$ cat src/rtl/mem_arb_pkg.sv
// Shared types and constants for the memory port arbiter: FSM states,
// transaction owner encoding and the fetch-priority decision.
package mem_arb_pkg;

  typedef enum logic [1:0] {
    IDLE  = 2'd0,
    ISSUE = 2'd1,
    WAIT  = 2'd2,
    RESP  = 2'd3
  } state_t;

  typedef enum logic {
    OWN_IF = 1'b0,
    OWN_DM = 1'b1
  } owner_t;

  localparam logic [3:0] BE_FULL      = 4'hF;
  localparam int         STARVE_CNT_W = 4;

  // Data wins unless fetch is waiting and has already been passed over
  // the maximum number of times.
  function automatic owner_t pick_owner(input logic if_req,
                                        input logic dm_req,
                                        input logic fetch_due);
    if (dm_req && !(if_req && fetch_due)) begin
      return OWN_DM;
    end
    return OWN_IF;
  endfunction

endpackage

$ cat src/rtl/mem_arb_starve_ctr.sv
// Saturating count of data grants made while fetch was waiting.
// Clear has priority over increment.
module mem_arb_starve_ctr
  import mem_arb_pkg::*;
#(
  parameter int LIMIT = 4
) (
  input  logic clk,
  input  logic rst,
  input  logic inc,
  input  logic clr,
  output logic at_limit
);

  localparam logic [STARVE_CNT_W-1:0] LIMIT_V = STARVE_CNT_W'(LIMIT);
  localparam logic [STARVE_CNT_W-1:0] ONE_V   = STARVE_CNT_W'(1);

  logic [STARVE_CNT_W-1:0] count_reg;
  logic [STARVE_CNT_W-1:0] count_next;

  always_comb begin
    count_next = count_reg;
    if (clr) begin
      count_next = '0;
    end else if (inc && (count_reg != LIMIT_V)) begin
      count_next = count_reg + ONE_V;
    end
  end

  always_ff @(posedge clk) begin
    if (!rst) begin
      count_reg <= '0;
    end else begin
      count_reg <= count_next;
    end
  end

  assign at_limit = (count_reg == LIMIT_V);

endmodule

$ cat src/rtl/mem_port_arbiter.sv
// Shares a single memory port between instruction fetch and the LSU.
// One transaction at a time: IDLE -> ISSUE -> WAIT -> RESP, all outputs registered.
module mem_port_arbiter
  import mem_arb_pkg::*;
#(
  parameter int DATA_WIDTH         = 32,
  parameter int ADDR_WIDTH         = 32,
  parameter int FETCH_STARVE_LIMIT = 4
) (
  input  logic                  clk,
  input  logic                  rst,
  input  logic                  if_req,
  input  logic [ADDR_WIDTH-1:0] if_addr,
  output logic [DATA_WIDTH-1:0] if_rdata,
  output logic                  if_ack,
  input  logic                  dm_req,
  input  logic                  dm_we,
  input  logic [ADDR_WIDTH-1:0] dm_addr,
  input  logic [DATA_WIDTH-1:0] dm_wdata,
  input  logic [3:0]            dm_be,
  output logic [DATA_WIDTH-1:0] dm_rdata,
  output logic                  dm_ack,
  output logic                  mem_req,
  output logic                  mem_we,
  output logic [ADDR_WIDTH-1:0] mem_addr,
  output logic [DATA_WIDTH-1:0] mem_wdata,
  output logic [3:0]            mem_be,
  input  logic                  mem_gnt,
  input  logic                  mem_rvalid,
  input  logic [DATA_WIDTH-1:0] mem_rdata,
  output logic                  busy
);

  state_t state_reg, state_next;
  owner_t owner_reg, owner_next;
  owner_t grant_owner;

  logic                  mem_req_reg,   mem_req_next;
  logic                  mem_we_reg,    mem_we_next;
  logic [ADDR_WIDTH-1:0] mem_addr_reg,  mem_addr_next;
  logic [DATA_WIDTH-1:0] mem_wdata_reg, mem_wdata_next;
  logic [3:0]            mem_be_reg,    mem_be_next;
  logic                  if_ack_reg,    if_ack_next;
  logic                  dm_ack_reg,    dm_ack_next;
  logic [DATA_WIDTH-1:0] if_rdata_reg,  if_rdata_next;
  logic [DATA_WIDTH-1:0] dm_rdata_reg,  dm_rdata_next;
  logic                  busy_reg,      busy_next;

  logic any_req;
  logic starve_inc;
  logic starve_clr;
  logic fetch_due;

  assign any_req     = if_req | dm_req;
  assign grant_owner = pick_owner(if_req, dm_req, fetch_due);

  mem_arb_starve_ctr #(
    .LIMIT (FETCH_STARVE_LIMIT)
  ) u_starve_ctr (
    .clk      (clk),
    .rst      (rst),
    .inc      (starve_inc),
    .clr      (starve_clr),
    .at_limit (fetch_due)
  );

  always_ff @(posedge clk) begin
    if (!rst) begin
      state_reg <= IDLE;
    end else begin
      state_reg <= state_next;
    end
  end

  always_comb begin
    state_next = state_reg;
    case (state_reg)
      IDLE:    if (any_req)    state_next = ISSUE;
      ISSUE:   if (mem_gnt)    state_next = WAIT;
      WAIT:    if (mem_rvalid) state_next = RESP;
      RESP:                    state_next = IDLE;
      default:                 state_next = IDLE;
    endcase
  end

  // Next values of every registered output; anything not touched holds.
  always_comb begin
    owner_next     = owner_reg;
    mem_req_next   = mem_req_reg;
    mem_we_next    = mem_we_reg;
    mem_addr_next  = mem_addr_reg;
    mem_wdata_next = mem_wdata_reg;
    mem_be_next    = mem_be_reg;
    if_ack_next    = 1'b0;
    dm_ack_next    = 1'b0;
    if_rdata_next  = if_rdata_reg;
    dm_rdata_next  = dm_rdata_reg;
    starve_inc     = 1'b0;
    starve_clr     = 1'b0;

    case (state_reg)
      IDLE: begin
        if (any_req) begin
          owner_next   = grant_owner;
          mem_req_next = 1'b1;
          if (grant_owner == OWN_DM) begin
            mem_we_next    = dm_we;
            mem_addr_next  = dm_addr;
            mem_wdata_next = dm_wdata;
            mem_be_next    = dm_be;
            starve_inc     = if_req;
            starve_clr     = !if_req;
          end else begin
            mem_we_next    = 1'b0;
            mem_addr_next  = if_addr;
            mem_wdata_next = '0;
            mem_be_next    = BE_FULL;
            starve_clr     = 1'b1;
          end
        end
      end
      ISSUE: begin
        if (mem_gnt) begin
          mem_req_next = 1'b0;
        end
      end
      WAIT: begin
        if (mem_rvalid) begin
          if (owner_reg == OWN_IF) begin
            if_ack_next   = 1'b1;
            if_rdata_next = mem_rdata;
          end else begin
            dm_ack_next = 1'b1;
            if (!mem_we_reg) begin
              dm_rdata_next = mem_rdata;
            end
          end
        end
      end
      default: ;
    endcase

    busy_next = (state_next != IDLE);
  end

  always_ff @(posedge clk) begin
    if (!rst) begin
      owner_reg     <= OWN_IF;
      mem_req_reg   <= 1'b0;
      mem_we_reg    <= 1'b0;
      mem_addr_reg  <= '0;
      mem_wdata_reg <= '0;
      mem_be_reg    <= '0;
      if_ack_reg    <= 1'b0;
      dm_ack_reg    <= 1'b0;
      if_rdata_reg  <= '0;
      dm_rdata_reg  <= '0;
      busy_reg      <= 1'b0;
    end else begin
      owner_reg     <= owner_next;
      mem_req_reg   <= mem_req_next;
      mem_we_reg    <= mem_we_next;
      mem_addr_reg  <= mem_addr_next;
      mem_wdata_reg <= mem_wdata_next;
      mem_be_reg    <= mem_be_next;
      if_ack_reg    <= if_ack_next;
      dm_ack_reg    <= dm_ack_next;
      if_rdata_reg  <= if_rdata_next;
      dm_rdata_reg  <= dm_rdata_next;
      busy_reg      <= busy_next;
    end
  end

  assign mem_req   = mem_req_reg;
  assign mem_we    = mem_we_reg;
  assign mem_addr  = mem_addr_reg;
  assign mem_wdata = mem_wdata_reg;
  assign mem_be    = mem_be_reg;
  assign if_ack    = if_ack_reg;
  assign dm_ack    = dm_ack_reg;
  assign if_rdata  = if_rdata_reg;
  assign dm_rdata  = dm_rdata_reg;
  assign busy      = busy_reg;

endmodule
$ cat config.mk
export PLATFORM = sky130hd
export DESIGN_NAME = mem_port_arbiter
export DESIGN_NICKNAME = d
export VERILOG_FILES = /design/src/rtl/mem_arb_pkg.sv /design/src/rtl/mem_arb_starve_ctr.sv /design/src/rtl/mem_port_arbiter.sv
export SDC_FILE = /design/constraint.sdc
export NUM_CORES = 1
export LEC_CHECK = 0
export CORE_MARGIN = 1
export CORE_UTILIZATION = 45
export DETAILED_ROUTE_END_ITERATION = 10
export GPL_TIMING_DRIVEN = 0
export PLACE_DENSITY = 0.84
export SYNTH_ARGS = -nofsm -noshare
export SYNTH_HDL_FRONTEND = slang
export SYNTH_SLANG_ARGS = --single-unit
$ cat constraint.sdc
create_clock -name clk -period 4.6 [get_ports clk]
set_input_delay 0.46 -clock clk [delete_from_list [all_inputs] [get_ports clk]]
set_output_delay 0.46 -clock clk [all_outputs]
set_load 0.02 [all_outputs]
==> results of run 1 <==
==> cell usage in the layout, fill, tap and decap left out, types with 3 or more instances in the layout <==
cell type,count
sky130_fd_sc_hd__inv_6,4
sky130_fd_sc_hd__clkbuf_16,17
sky130_fd_sc_hd__clkbuf_1,50
sky130_fd_sc_hd__nand3_1,34
sky130_fd_sc_hd__clkinvlp_4,5
sky130_fd_sc_hd__nor2_1,4
sky130_fd_sc_hd__bufinv_16,4
sky130_fd_sc_hd__and3_1,32
sky130_fd_sc_hd__clkdlybuf4s50_1,274
sky130_fd_sc_hd__a21oi_1,102
sky130_fd_sc_hd__inv_1,3
sky130_fd_sc_hd__nand2_1,69
sky130_fd_sc_hd__o21ai_0,68
sky130_fd_sc_hd__buf_4,4
sky130_fd_sc_hd__a21boi_0,32
sky130_fd_sc_hd__nand4_1,36
sky130_fd_sc_hd__dfxtp_1,144
sky130_fd_sc_hd__a21o_1,32
sky130_fd_sc_hd__buf_1,4
sky130_fd_sc_hd__o311a_1,32
sky130_fd_sc_hd__o221a_2,4
sky130_fd_sc_hd__buf_2,22
==> cell families (layout without fill, tap and decap cells) <==
group | after synthesis | count (layout)
adder cells (fa/ha/maj) | 2 | 2
flip-flops | 144 | 144
AO/OA/AOI/OAI | 276 | 276
AND/OR/NAND/NOR | 192 | 192
buffers and inverters | 86 | 392
==> worst paths after layout <==
kind,startpoint,to,cells past startpoint,slack (ns)
worst max-delay path,mem_we$_SDFFE_PN0P_,mem_we,1,2.54
worst min-delay path,if_rdata[15]$_SDFFE_PN0P_,if_rdata[15]$_SDFFE_PN0P_,2,0.45
worst max register to register,u_starve_ctr.count_reg[0]$_SDFFE_PP0P_,mem_wdata[0]$_SDFFE_PN0P_,7,2.85
worst min register to register,if_rdata[15]$_SDFFE_PN0P_,if_rdata[15]$_SDFFE_PN0P_,2,0.45
==> routing by layer <==
| metal | wire, µm | GRT usage [%] |
|---|---|---|
| met5 | 0 | 0 |
| met1 | 8290 | 34.6 |
| met2 | 10100 | 51.0 |
| met4 | 678 | 12.7 |
| met3 | 1680 | 10.1 |
==> layout make-up <==
class | count | area [µm²] | share of cell area, %
sequential | 144 | 2880 | 29.9
tap | 176 | 220 | 2.28
multi-input combinational | 470 | 2800 | 29.0
timing repair buffer | 274 | 2740 | 28.4
buffer | 82 | 359 | 3.72
clock inverter | 15 | 206 | 2.14
inverter | 4 | 15.0 | 0.156
clock buffer | 17 | 425 | 4.41
==> stage by stage <==
stage / worst slack [ns] / instances / power (mW)
final: 2.54 / 1182 / 3.53
after CTS: 2.54 / 1182 / 3.53
after global placement: 2.23 / 1150 / 2.07
after global routing: 2.46 / 1182 / 3.66
after floorplan: 3.10 / 700 / 1.72
after detailed placement: 2.18 / 1150 / 2.07
==> power groups by stage <==
stage,Clock [mW],Combinational [mW],Sequential [mW]
after CTS,1.48,0.689,1.36
final,1.48,0.689,1.36
after detailed placement,0,0.684,1.39
after global routing,1.55,0.736,1.37
after global placement,0,0.680,1.39
after floorplan,0,0.253,1.47
==> run summary, run 1 <==
static leakage power: 3.61 nW
synthesized cell area: 0.00606 mm²
most numerous cell in the Yosys netlist: sky130_fd_sc_hd__dfxtp_1
Vias per Instance: 5.60
DIE HEIGHT: 118 µm
Crit Path Max Fanout: 8
vias in the first global route: 6334
biggest area contributors in the synthesized netlist: sky130_fd_sc_hd__dfxtp_1, sky130_fd_sc_hd__a21oi_1, sky130_fd_sc_hd__o21ai_0
Tightest Pin Transition: 0.749 ns
clock group share of total power: 41.9%
hold buffer count at cts: 0
clock-pin slew on the worst setup and hold paths: 0.06 ns
ports placed on the boundary: 276
Avg Cell Area, Syn: 8.66 µm²
number of fill cells: 1039
Setup Skew: 0.00675 ns
Critical Path Slowest Stage Cell: sky130_fd_sc_hd__clkdlybuf4s50_1
Cell Int Power: 2.58 mW
sequential power share: 38.6%
achievable clock frequency: 485 MHz
dominant combinational cell family by area after synthesis: compound AO/OA/AOI/OAI gates
delay-heaviest family, CP: buffers and inverters
Bufs on Longest Clock Path: 2
overall die width: 118 µm
hold violation total from the final report: 0
Slew Limit Headroom: 49.9%
Netlist cell types: 40
total via count in the routed design: 6617
Synth warnings: 0
Critical Path Source Type: flip-flop
placer congestion estimate: 0.871
all-layer global routing usage: 30.1%
Post-Synthesis Net Count: 841
number of placement rows: 42
switching share of power: 26.9%
routed wire length: 20800 µm
CTS tree: done
switching power total: 949 µW
Power per Cell Area: 366 mW/mm²
largest net degree at the start of global routing: 17
Post-Route Setup TNS: 0 ns
result of the run: finished clean
initial standard-cell utilization of the core: 45.9%
Post-synth top cells: sky130_fd_sc_hd__dfxtp_1, sky130_fd_sc_hd__a21oi_1, sky130_fd_sc_hd__nand2_1
routed wire length per instance: 17.6 µm
total placed instance area: 0.00902 mm²
share of post-route cells with drive strength above 1: 7.06%
post-synthesis instance total: 700
number of design rule violations left after detail routing: 0
grt total ovfl: 0
number of buffers inserted during clock tree synthesis: 17
summed area of non-filler cells in the final layout: 0.00965 mm²
antenna violations before repair: 0
fraction of the cycle the final worst path needs: 44.8%
worst hold slack: 0.453 ns
area of the die: 0.0139 mm²
count of buffer and inverter cells on the critical path: 1
post-synthesis sequential element count: 144
kind of end point of the critical path: output pin
Peak supply drop: 0.252 mV
count of input and output buffers: 274
standard cell core area: 0.0132 mm²
number of diodes added for antenna fixing: 0
total of endpoints with negative setup slack in the final report: 0
HP Class: flip-flop to flip-flop
combinational power share: 19.5%
Detailed Routing Iterations Pass 1: 5
setup repair after global routing missed its margin: false
half-perimeter wire length after placement: 15500 µm
type of the setup path with the least slack: flip-flop to output pin
nets: 1134
wire length of the first global-routing pass: 33100 µm
Layout Utilization: 73.2%
clock sink count: 144
max-slew violation count: 0
final critical path time including I/O delays and setup: 2.06 ns
post-synthesis share of cell area spent on and, or, nand and nor gates: 17.0%
area leader, netlist: sky130_fd_sc_hd__dfxtp_1
Main synth FF type: sky130_fd_sc_hd__dfxtp_1
critical path required time: 4.14 ns
cells along the critical path: clkdlybuf4s50_1
Crit path arrival time: 1.60 ns
depth of the CTS H-tree: 4
share of Yosys cell area claimed by the top area cell type: 47.6%
max-cap check violation count: 0
clock insertion delay at the later pin of the skew report: 0.42 ns
share of flip-flops with an asynchronous set or reset: 0%
multiplexer fraction of the synthesized cell area: 0%
Synth Area in Compound Gates: 28.9%
Critical Path Max Stage Delay: 0.68 ns
antenna-violating nets left: 0
Setup Buffers After CTS: 0
synthesis-to-finish area growth: 59.3%
count of flip-flops with a built-in enable after synthesis: 0
post-synthesis adder-cell area fraction: 0.413%
Iteration-0 DRC Markers: 532
CTS resizes: 0
Post-Synth XOR/XNOR Area: 0%
CTS Root Buffer Type: sky130_fd_sc_hd__clkbuf_16
register area share after synthesis: 47.6%
Note: power is estimated with default switching activity, not from simulation.
==> inputs of run 2 (changes only) <==
--- a/config.mk
+++ b/config.mk
@@ -6,10 +6,10 @@
 export NUM_CORES = 1
 export LEC_CHECK = 0
 export CORE_MARGIN = 1
-export CORE_UTILIZATION = 45
+export CORE_UTILIZATION = 42
 export DETAILED_ROUTE_END_ITERATION = 10
 export GPL_TIMING_DRIVEN = 0
-export PLACE_DENSITY = 0.84
+export PLACE_DENSITY = 0.79
 export SYNTH_ARGS = -nofsm -noshare
 export SYNTH_HDL_FRONTEND = slang
 export SYNTH_SLANG_ARGS = --single-unit
==> constraint.sdc (replaced) <==
create_clock -name clk -period 2.2 [get_ports clk]
set_input_delay 0.22 -clock clk [delete_from_list [all_inputs] [get_ports clk]]
set_output_delay 0.22 -clock clk [all_outputs]
set_load 0.02 [all_outputs]
==> run 2 against run 1 <==
Net effect: sequential share of layout area is essentially flat; via count down 1.5%; wire length rose by 3.1%; register-to-register slack got worse by 2.5 ns; cell area is essentially flat; clock skew up 0.0039 ns; global-route usage shrank 1.0 points.
==> run summary, run 2 (synthesis results as in run 1) <==
result of the run: finished clean
most used routing layer: met2
Slew Limit Headroom: 53.7%
depth of the CTS H-tree: 4
hold violation total from the final report: 0
Crit Path Max Fanout: 10
most frequent cells in the layout: sky130_fd_sc_hd__clkdlybuf4s50_1, sky130_fd_sc_hd__dfxtp_1, sky130_fd_sc_hd__a21oi_1
DIE HEIGHT: 122 µm
synthesis-to-finish area growth: 59.2%
setup repair after global routing missed its margin: false
cells along the critical path: inv_1, ha_1, nand4b_4, clkbuf_2, nand3_1, o221a_2
routed wire length: 21400 µm
total via count in the routed design: 6519
Vias per Instance: 5.51
Critical Path Source Type: flip-flop
total of endpoints with negative setup slack in the final report: 0
Tightest Pin Transition: 0.691 ns
hold depth: 3
half-perimeter wire length after placement: 16100 µm
achievable clock frequency: 544 MHz
Setup Buffers After CTS: 0
area of the die: 0.0149 mm²
wire length of the first global-routing pass: 33000 µm
met1 demand-to-capacity share in global routing: 34.3%
grt total ovfl: 0
Iteration-0 DRC Markers: 545
share of post-route cells with drive strength above 1: 6.67%
clock insertion delay at the later pin of the skew report: 0.43 ns
Critical Path Max Stage Delay: 0.37 ns
number of placement rows: 43
Post-Route Setup TNS: 0 ns
static leakage power: 3.61 nW
max-cap check violation count: 0
nets: 1134
worst hold slack: 0.319 ns
end of the worst register-to-register path: mem_be[3]$_SDFFE_PN0P_
critical path required time: 2.52 ns
standard cell core area: 0.0140 mm²
placer congestion estimate: 0.890
worst hold start: rst
routed wire length per instance: 18.1 µm
all-layer global routing usage: 29.1%
number of design rule violations left after detail routing: 0
Reg2Reg Setup Slack: 0.36 ns
count of input and output buffers: 274
end of the worst hold path: u_starve_ctr.count_reg[2]$_SDFFE_PP0P_
final critical path time including I/O delays and setup: 1.84 ns
most common cell after layout, fill and taps aside: sky130_fd_sc_hd__clkdlybuf4s50_1
antenna violations before repair: 0
CTS Root Buffer Type: sky130_fd_sc_hd__clkbuf_16
Power per Cell Area: 762 mW/mm²
vias in the first global route: 6311
Critical Path Slowest Stage Cell: sky130_fd_sc_hd__dfxtp_1
clock-pin slew on the worst setup and hold paths: 0.06 ns
antenna-violating nets left: 0
fraction of the cycle the final worst path needs: 83.6%
HP Class: input pin to flip-flop
met3 Usage GRT: 8.94%
number of diodes added for antenna fixing: 0
initial standard-cell utilization of the core: 43.3%
number of buffers inserted during clock tree synthesis: 17
number of fill cells: 1199
CTS tree: done
ports placed on the boundary: 276
Bufs on Longest Clock Path: 2
Peak supply drop: 0.565 mV
hold buffer count at cts: 0
kind of end point of the critical path: flip-flop
Crit path arrival time: 2.16 ns
overall die width: 122 µm
worst flop-to-flop path startpoint: u_starve_ctr.count_reg[0]$_SDFFE_PP0P_
CTS resizes: 0
met2 track demand over resource in global routing: 48.2%
largest net degree at the start of global routing: 17
clock sink count: 144
Worst Reg-to-Reg Cells: 6
Detailed Routing Iterations Pass 1: 5
max-slew violation count: 0
type of the setup path with the least slack: flip-flop to flip-flop
Setup Skew: 0.0107 ns
run 2: worst max-delay path, delay by kind of cell (launching register included):
| kind | cells | cell delay (ns) |
|---|---|---|
| compound gates | 1 | 0.36 |
| buf+inv | 2 | 0.31 |
| flops | 1 | 0.37 |
| simple gates | 2 | 0.42 |
| fa+ha+maj | 1 | 0.25 |
run 2: cell type report:
class / count / area (µm²) / share of cell area (%)
plain buffers: 82 / 359 / 3.72
multi-input cells: 470 / 2800 / 29.1
repair buffers: 274 / 2740 / 28.4
flip-flops and latches: 144 / 2880 / 29.9
well taps: 180 / 225 / 2.33
clock buffers: 21 / 460 / 4.77
clock inverters: 9 / 158 / 1.63
inverters: 4 / 15.0 / 0.156
run 2: metrics by stage:
| stage | utilization, % | setup WS (ns) | power [mW] | cells | area (µm²) |
|---|---|---|---|---|---|
| after floorplan | - | 0.699 | 3.60 | 700 | 6060 |
| final | 69.0 | 0.361 | 7.35 | 1184 | 9650 |
| after global placement | 64.5 | 0.0967 | 4.33 | 1154 | 9030 |
| after global routing | 69.0 | 0.246 | 7.60 | 1184 | 9650 |
| after CTS | 69.0 | 0.363 | 7.37 | 1184 | 9650 |
| after detailed placement | 64.5 | 0.0958 | 4.34 | 1154 | 9030 |
run 2: per-layer routing:
metal / vias to the layer above / wire (µm)
met3: 40 / 1840
met5: - / 0
met1: 3050 / 8640
li1: 3148 / -
met4: 0 / 621
met2: 281 / 10300
run 2: how the worst max path moves through the flow:
| stage | slack, ns | endpoint | from |
|---|---|---|---|
| after CTS | 0.36 | mem_be[3]$_SDFFE_PN0P_ | u_starve_ctr.count_reg[0]$_SDFFE_PP0P_ |
| after floorplan | 0.70 | mem_addr[10]$_SDFFE_PN0P_ | u_starve_ctr.count_reg[0]$_SDFFE_PP0P_ |
| after global routing | 0.25 | mem_be[1]$_SDFFE_PN0P_ | u_starve_ctr.count_reg[0]$_SDFFE_PP0P_ |
| after global placement | 0.1 | mem_wdata[27]$_SDFFE_PN0P_ | dm_req |
| after detailed placement | 0.1 | mem_we$_SDFFE_PN0P_ | dm_req |
| final | 0.36 | mem_be[3]$_SDFFE_PN0P_ | u_starve_ctr.count_reg[0]$_SDFFE_PP0P_ |
run 2: power by group:
part | switching (mW) | leakage [nW] | internal (mW) | total (mW)
Sequential | 0.0859 | 1.18 | 2.77 | 2.85
Clock | 1.11 | 0.296 | 1.95 | 3.06
Combinational | 0.720 | 2.14 | 0.722 | 1.44
